`src/rtl/ov7670_dvp_transmitter.sv`:
```
// Purpose: synthetic OV7670-style DVP source (vsync/href/RGB565 bytes, high byte first) with programmable geometry.
// Latency: outputs are registered one cycle behind the internal position counters; enable in IDLE -> vsync/frame_start two edges later.
// Backpressure: none; the receiver must accept one byte per clk while href is high.
//
// Ports:
//   clk, reset          byte clock, synchronous active-high reset
//   enable              frame request, sampled in IDLE and on the last cycle of a frame
//   pattern_sel[1:0]    0 counter, 1 solid, 2 colour bars, 3 checker (latched at frame start)
//   solid_color[15:0]   RGB565 colour for the solid pattern (latched at frame start)
//   vsync, href         frame and line qualifiers
//   p_data[7:0]         pixel byte, zero whenever href is low
//   frame_start         pulse on the first vsync cycle
//   frame_done          pulse on the last cycle of the frame
//   busy                high while a frame is in progress
//   frame_count[15:0]   completed frames, wrapping
module ov7670_dvp_transmitter #(
    parameter int FRAME_WIDTH  = 640,
    parameter int FRAME_HEIGHT = 480,
    parameter int H_BLANK      = 144,
    parameter int VSYNC_LINES  = 3,
    parameter int V_BACK       = 17,
    parameter int V_FRONT      = 10
) (
    input  logic        clk,
    input  logic        reset,
    input  logic        enable,
    input  logic [1:0]  pattern_sel,
    input  logic [15:0] solid_color,
    output logic        vsync,
    output logic        href,
    output logic [7:0]  p_data,
    output logic        frame_start,
    output logic        frame_done,
    output logic        busy,
    output logic [15:0] frame_count
);

    localparam int ACT_BYTES = 2 * FRAME_WIDTH;
    localparam int LINE_LEN  = ACT_BYTES + H_BLANK;
    localparam int COL_W     = $clog2(LINE_LEN);
    localparam int BAR_W     = FRAME_WIDTH / 8;

    localparam logic [COL_W-1:0] COL_LAST = COL_W'(LINE_LEN - 1);
    localparam logic [COL_W-1:0] COL_ACT  = COL_W'(ACT_BYTES);
    localparam logic [15:0]      BAR_LAST = 16'(BAR_W - 1);

    typedef enum logic [2:0] {
        ST_IDLE,
        ST_VSYNC,
        ST_VBACK,
        ST_ACTIVE,
        ST_VFRONT
    } state_t;

    state_t            state;
    state_t            state_nxt;
    logic [COL_W-1:0]  col;
    logic [15:0]       line;
    logic [15:0]       bar_cnt;
    logic [2:0]        bar_idx;
    logic [1:0]        pat_q;
    logic [15:0]       solid_q;

    logic [15:0]       state_lines;
    logic              col_last;
    logic              line_last;
    logic              frame_end;
    logic              start_frame;
    logic              act_byte;
    logic [15:0]       x;
    logic [15:0]       pix;
    logic [15:0]       bar_color;

    // Number of lines spent in the current state and the state that follows it.
    always_comb begin
        state_lines = 16'd1;
        state_nxt   = state;
        case (state)
            ST_VSYNC: begin
                state_lines = 16'(VSYNC_LINES);
                state_nxt   = (V_BACK != 0) ? ST_VBACK : ST_ACTIVE;
            end
            ST_VBACK: begin
                state_lines = 16'(V_BACK);
                state_nxt   = ST_ACTIVE;
            end
            ST_ACTIVE: begin
                state_lines = 16'(FRAME_HEIGHT);
                if (V_FRONT != 0)
                    state_nxt = ST_VFRONT;
                else
                    state_nxt = enable ? ST_VSYNC : ST_IDLE;
            end
            ST_VFRONT: begin
                state_lines = 16'(V_FRONT);
                state_nxt   = enable ? ST_VSYNC : ST_IDLE;
            end
            default: begin
                state_lines = 16'd1;
                state_nxt   = ST_IDLE;
            end
        endcase
    end

    assign col_last  = (col == COL_LAST);
    assign line_last = (line == state_lines - 16'd1);
    // The final line of the frame lives in VFRONT, or in ACTIVE when there is no front porch.
    assign frame_end = col_last && line_last &&
                       ((state == ST_VFRONT) || ((state == ST_ACTIVE) && (V_FRONT == 0)));
    assign start_frame = enable && ((state == ST_IDLE) || frame_end);
    assign act_byte    = (state == ST_ACTIVE) && (col < COL_ACT);

    always_comb begin
        x = 16'(col >> 1);
        case (bar_idx)
            3'd0:    bar_color = 16'hFFFF;
            3'd1:    bar_color = 16'hFFE0;
            3'd2:    bar_color = 16'h07FF;
            3'd3:    bar_color = 16'h07E0;
            3'd4:    bar_color = 16'hF81F;
            3'd5:    bar_color = 16'hF800;
            3'd6:    bar_color = 16'h001F;
            default: bar_color = 16'h0000;
        endcase
        case (pat_q)
            2'd0:    pix = x + {line[7:0], 8'h00} + frame_count;
            2'd1:    pix = solid_q;
            2'd2:    pix = bar_color;
            default: pix = (x[4] ^ line[4]) ? 16'hFFFF : 16'h0000;
        endcase
    end

    always_ff @(posedge clk) begin
        if (reset) begin
            state       <= ST_IDLE;
            col         <= '0;
            line        <= '0;
            bar_cnt     <= '0;
            bar_idx     <= '0;
            pat_q       <= '0;
            solid_q     <= '0;
            vsync       <= 1'b0;
            href        <= 1'b0;
            p_data      <= 8'h00;
            frame_start <= 1'b0;
            frame_done  <= 1'b0;
            busy        <= 1'b0;
            frame_count <= 16'd0;
        end else begin
            // Position counters
            if (state == ST_IDLE) begin
                col  <= '0;
                line <= '0;
                if (enable)
                    state <= ST_VSYNC;
            end else if (col_last) begin
                col <= '0;
                if (line_last) begin
                    line  <= '0;
                    state <= state_nxt;
                end else begin
                    line <= line + 16'd1;
                end
            end else begin
                col <= col + COL_W'(1);
            end

            if (start_frame) begin
                pat_q   <= pattern_sel;
                solid_q <= solid_color;
            end

            // Bar position advances after the low byte of each pixel, so the
            // bar index is already current when the next pixel's high byte goes out.
            if (col_last) begin
                bar_cnt <= '0;
                bar_idx <= '0;
            end else if (act_byte && col[0]) begin
                if (bar_cnt == BAR_LAST) begin
                    bar_cnt <= '0;
                    bar_idx <= bar_idx + 3'd1;
                end else begin
                    bar_cnt <= bar_cnt + 16'd1;
                end
            end

            // Registered outputs decoded from the current position
            vsync       <= (state == ST_VSYNC);
            href        <= act_byte;
            p_data      <= act_byte ? (col[0] ? pix[7:0] : pix[15:8]) : 8'h00;
            frame_start <= (state == ST_VSYNC) && (col == '0) && (line == 16'd0);
            frame_done  <= frame_end;
            busy        <= (state != ST_IDLE);
            if (frame_end)
                frame_count <= frame_count + 16'd1;
        end
    end

endmodule

```
`config.mk`:
```
export PLATFORM = sky130hd
export DESIGN_NAME = ov7670_dvp_transmitter
export DESIGN_NICKNAME = d
export VERILOG_FILES = /design/src/rtl/ov7670_dvp_transmitter.sv
export SDC_FILE = /design/constraint.sdc
export NUM_CORES = 1
export LEC_CHECK = 0
export ABC_CLOCK_PERIOD_IN_PS = 4000
export BUFFER_PORTS_ARGS = -buffer_cell sky130_fd_sc_hd__clkbuf_2
export CAP_MARGIN = 20
export CORE_ASPECT_RATIO = 1.25
export CORE_UTILIZATION = 50
export CTS_CLUSTER_SIZE = 25
export DETAILED_ROUTE_END_ITERATION = 8
export GPL_TIMING_DRIVEN = 1
export HOLD_SLACK_MARGIN = 0.05
export PLACE_DENSITY_LB_ADDON = 0.15
export SETUP_SLACK_MARGIN = 0.2
export SYNTH_ARGS = -nofsm -noshare
export SYNTH_HDL_FRONTEND = slang
export SYNTH_SLANG_ARGS = --single-unit
```
`constraint.sdc`:
```
create_clock -name clk -period 4 [get_ports clk]
set_input_delay 0.2 -clock clk [delete_from_list [all_inputs] [get_ports clk]]
set_output_delay 0.2 -clock clk [all_outputs]
set_load 0.02 [all_outputs]
```
# --- Yosys cells after proc, flatten, opt, wreduce, memory -nomap -nowiden ---
# Index checks and enable logic that the tools add are counted.
# Widths: inputs -> output; s select.
classes:
  addsub: 8
  n_mul: 0
  n_div: 0
  order_cmp: 1
  n_eq_ne: 16
  n_shift: 0
  n_mux: 13
  n_bitwise: 2
  n_reduce_logical: 22
op_table:
  columns: ["op", "count"]
  rows:
  - ["$pmux 16 s7", 1]
  - ["$add 16x1->16 const B", 3]
  - ["$mux 16", 3]
  - ["$pmux 16 s3", 1]
  - ["$pmux 9 s4", 1]
  - ["$add 10x16->16", 1]
  - ["$add 16x16->16", 1]
  - ["$eq 16x16->1", 1]
  - ["$eq 16x7->1 const B", 1]
  - ["$logic_not 16->1", 1]
  - ["$sub 16x1->16 const B", 1]
  - ["$eq 3x2->1 const B", 4]
  - ["$eq 3x3->1 const B", 4]
  - ["$mux 3", 4]
  - ["$pmux 3 s4", 1]
  - ["$add 11x1->11 const B", 1]
  - ["$eq 11x11->1 const B", 1]
  - ["$logic_not 11->1", 1]
  - ["$lt 11x11->1 const B", 1]
  - ["$mux 8", 1]
  - ["$logic_and 1x1->1", 7]
  - ["$eq 3x1->1 const B", 2]
  - ["$logic_not 3->1", 2]
  - ["$reduce_or 2->1", 3]
  - ["14 further kinds", 15]
totals:
  reg_bits: 96
  latchBits: 0
  mem_bits_rw: 0
  romBits: 0
  inputBits: 21
  memories: 0

# --- Longest topological paths before layout ---
logic_depth:
  word_depth: 8
  mapped_depth: 18
  ltp_nobuf: 12

# --- Least setup slack after synthesis ---
# Ideal clock, no wire load.
synth_timing:
  path_kind: "register to register"
  from: "register state[0]"
  to: "register pat_q[0]"
  arrival_ns: 3.342
  t_required_ns: 3.928
  path_slack_ns: 0.587
  stages_incl_launch_ff: 19
  n_path_buf: 6
  period_less_slack_ns: 3.413
  cell_sequence: "dfxtp_1 -> buf_2 -> nor2_1 -> nand2_1 -> clkbuf_1 -> nand2_1 -> ha_1 -> ha_1 -> clkbuf_1 -> xnor2_1 -> xnor2_1 -> nor3_1 -> o311ai_1 -> or2_1 -> buf_2 -> a21oi_1 -> buf_4 -> buf_4 -> mux2i_1"
synth_via:
  elab_chain_cells: 8
synth_rtl:
  columns: ["item", "line_no", "text"]
  rows:
  - ["from (decl)", "55", "state_t state;"]
  - ["from (signal assigned)", "160", "state <= state_nxt;"]
  - ["$eq 3x3->1 (tied with other cells)", "78, 109", null]
  - ["$pmux 9 s4", "78", "case (state)"]
  - ["$sub 16x1->16", "106", "assign line_last = (line == state_lines - 16'd1);"]
  - ["$eq 16x16->1", "106", null]
  - ["$logic_and 1x1->1 (2 in a row)", "108", "assign frame_end = col_last && line_last &&"]
  - ["$logic_or 1x1->1 (*)", "110", "assign start_frame = enable && ((state == ST_IDLE) || frame_end);"]
  - ["$logic_and 1x1->1 (*)", "110", null]
  - ["to (signal assigned)", "169", "pat_q <= pattern_sel;"]
  - ["to (decl)", "61", "logic [1:0] pat_q;"]
# Every way passes the cells marked *; elsewhere a longest branch is shown, timed or not.
# A chain may end at the register's enable or synchronous reset.

# --- Final worst setup path ---
layout_timing:
  from: "register state[1]"
  to: "register frame_count[7]"
layout_via:
  elab_chain_cells: 6
layout_rtl:
  columns: ["item", "line_no", "text"]
  rows:
  - ["$eq 3x3->1 (tied with other cells)", "78, 109", null]
  - ["$pmux 9 s4", "78", null]
  - ["$sub 16x1->16", "106", null]
  - ["$eq 16x16->1", "106", null]
  - ["$logic_and 1x1->1", "108", null]
  - ["$logic_and 1x1->1 (*)", "108", null]
  - ["to (signal assigned)", "195", "frame_count <= frame_count + 16'd1;"]
  - ["to (decl)", "35", "output logic [15:0] frame_count"]
# Marked as above.

==> out/qor.txt <==
Seq cells post-synth: 96
die width: 98.2 um
Rel. slew slack: 0.514
max-slew violations: 0
Post-Route WL: 13,400 um
Synth Instances: 713
minimum clock period after layout: 3.46 ns
post-synthesis simple-gate area fraction: 0.267
Compound-Gate Fraction of Synth Area: 0.124
setup violators final: 0
r2r setup slk: 0.54 ns
vias in the first global route: 4,680
Crit path max-delay family: simple AND/OR/NAND/NOR gates
Cell variety after synth: 58
share of layout cells above drive strength 1: 0.105
register share of total power: 0.489
required time of the critical path: 4.28 ns
Synth Flop Type: dfxtp_1
Seq. cell area: 0.00192 mm2
EDFF count, synth: 0
Final Skew: 0.0117 ns
Worst Setup SP: state[1]$_SDFFE_PP0P_
Overall Global Routing Usage: 0.236
async set-or-reset flop fraction in the synthesized netlist: 0
worst path arrival time: 3.73 ns
Worst Path Buf+Inv: 1
max-cap violation count: 0
Final TNS setup: 0 ns
IO buf count: 49
synthesized net count: 777
R2R cell count: 13
CP Depth: 13
first-pass GRT wire length: 22,500 um
vias per cell: 5.65
Seq/Total Area, Yosys: 0.333
Setup CP Type: flip-flop to flip-flop
Clock Tree Root: clkbuf_16
CTS tree: built
worst min path class: input pin to flip-flop
CTS Hold Bufs: 0
Max FO, Critical Path: 13
utilization after layout: 0.575
Max stage delay cell, worst path: or4_1
Detail Placement HPWL: 10,000 um
post-CTS setup buffer count: 0
placer congestion estimate: 0.864
TritonCTS Buffers: 9
Critical Path End: frame_count[7]$_SDFFE_PP0P_
commonest non-fill, non-tap cell in the layout: dfxtp_1
xor-xnor portion of the synthesized cell area: 0.0894
RSZ-0062 raised after global routing: no
clk slew on worst S/H paths: 0.07 ns
syn avg cell area: 8.10 um2
total congestion overflow: 0
switching pwr: 480 uW
drt drc: 0
R2R Path End: frame_count[7]$_SDFFE_PP0P_
chip height: 122 um
launching point of the worst reg2reg path: state[1]$_SDFFE_PP0P_
FMAX: 289 MHz
pin count of the biggest net entering global routing: 64
CTS Sinks: 96
clock latency on the worst-skew pair: 0.35 ns
Hold Violations, Final: 0
H-tree level count: 3
Final period util: 0.864
number of DRC markers in iteration 0: 270
synth warn: 0
status: completed
Worst Setup End Kind: flip-flop
Syn Std Cell Area: 0.00578 mm2
Vias: 5,019
worst vdd ir: 156 uV
Die Footprint: 0.0120 mm2
Clock power frac: 0.444
mux contribution to synthesized area: 0.0435
switching share of total power: 0.236
fin nets: 812
number of cell rows: 43
Fill cells: 1,044
Pwr Total: 2030 uW
most frequent cells in the layout: dfxtp_1 (94), nor2_1 (82), nand2_1 (57)
area grow syn2layout: 11.4%
Initial Util: 0.516
average wire per standard cell: 15.1 um
internal power: 1550 uW
largest family of logic cells by synthesized area: simple AND/OR/NAND/NOR gates
multi-input logic area: 0.00359 mm2
clock tree buffer depth: 2
Power Density: 316 mW/mm2
Worst path max stage delay: 0.61 ns
number of gates resized after CTS: 0
Synth Area in Adders: 0.0970
worst path cell trace: nor2b_2 -> nand2_1 -> nand2_1 -> ha_1 -> ha_1 -> xnor2_1 -> xnor2_1 -> nor3_1 -> o311ai_1 -> buf_4 -> or4_1 -> or3_1 -> a21oi_1
Comb pwr share: 0.068
Static Leak: 0.00256 uW
Routed Antenna Nets: 0
CORE AREA: 0.0112 mm2
TritonRoute pass-1 iters: 7
I/O Pins: 50
Least-Margin Pin Slew: 0.728 ns
crit path launch type: flip-flop
diodes inserted: 0
initial antenna violation count: 0
-- how the worst min path moves through the flow --
stage / startpoint / to / slack [ns] / cells past startpoint
final: reset / state[1]$_SDFFE_PP0P_ / 0.09 / 2
after global routing: reset / state[1]$_SDFFE_PP0P_ / 0.08 / 2
after CTS: solid_color[9] / solid_q[9]$_SDFFE_PP0P_ / 0.08 / 3
after detailed placement: solid_color[4] / solid_q[4]$_SDFFE_PP0P_ / 0.45 / 3
after global placement: solid_color[10] / solid_q[10]$_SDFFE_PP0P_ / 0.44 / 3
after floorplan: solid_color[6] / solid_q[6]$_SDFFE_PP0P_ / 0.36 / 2
-- cells in the mapped netlist, types with 2 or more instances --
library cell	n	area [um2]
o21a_1	5	37.5
clkbuf_1	20	75.1
o22ai_1	7	43.8
a31oi_1	9	56.3
nand2b_1	42	263
dfxtp_1	96	1920
o211ai_1	3	22.5
ha_1	40	500
nand2_1	57	214
a211oi_1	2	15.0
a311oi_1	2	17.5
nor2b_1	7	43.8
nor2_1	82	308
nor4_1	16	100
buf_2	7	35.0
buf_4	4	30.0
o21ai_0	35	175
or3_1	11	68.8
a21oi_1	33	165
or4_1	5	37.5
nand4_1	10	62.6
or2_1	2	12.5
mux2i_1	24	240
o21ai_1	2	10.0
a2111oi_0	2	17.5
and3_1	15	93.8
xor2_1	24	210
o31ai_1	2	15.0
and4_1	3	26.3
nor4b_1	2	17.5
nor3_1	15	75.1
inv_1	32	120
a32oi_1	2	17.5
xnor2_1	35	307
nand3_1	33	165
fa_1	3	60.1
a221oi_1	3	26.3
-- registers in the layout, summed over array words and instances (netlist names) --
name         flops
bar_cnt         16
p_data           8
state            3
solid_q         16
busy             1
bar_idx          3
col             11
pat_q            2
frame_count     16
frame_start      1
frame_done       1
href             1
vsync            1
line            16
-- stage by stage --
stage          instances  setup WS (ns)  instance area, um2  hold WS (ns)
3_5_place_dp         871          0.383                6100         0.452
3_3_place_gp         871          0.527                6100         0.444
2_1_floorplan        713          0.587                5780         0.355
5_1_grt              888          0.222                6440        0.0841
4_1_cts              887          0.329                6410        0.0824
6_report             888          0.544                6440        0.0871
-- power groups by stage --
stage               logic (uW)  registers [uW]  clock network (uW)
global route               154             997                 966
detailed placement         135            1010                   0
floorplan                  105            1000                   0
finish                     137             994                 903
CTS                        136             993                 925
global placement           131            1010                   0
-- kinds of logic after synthesis --
kind of cell | after synthesis
buffers and inverters | 65
muxes | 25
DFF | 96
xor gates and xnor gates | 59
adders and majority gates | 43
AOI/OAI and AO/OA | 118
and+or+nand+nor | 307
-- metal layers --
metal | global-route usage | part of all wire | vias up
met5 | 0 | 0 | -
met4 | 0.105 | 0.022 | 0
met3 | 0.0293 | 0.032 | 21
met2 | 0.403 | 0.49 | 92
met1 | 0.299 | 0.46 | 2337
li1 | - | - | 2569
-- area by class of cell --
| class | count | area share |
|---|---|---|
| Timing Repair Buffer | 56 | 0.0482 |
| Tap cell | 135 | 0.0262 |
| Clock inverter | 5 | 0.00991 |
| Multi-Input combinational cell | 552 | 0.558 |
| Clock buffer | 11 | 0.0393 |
| Inverter | 33 | 0.0192 |
| Sequential cell | 96 | 0.299 |
Power figures use the tool's default switching activity.
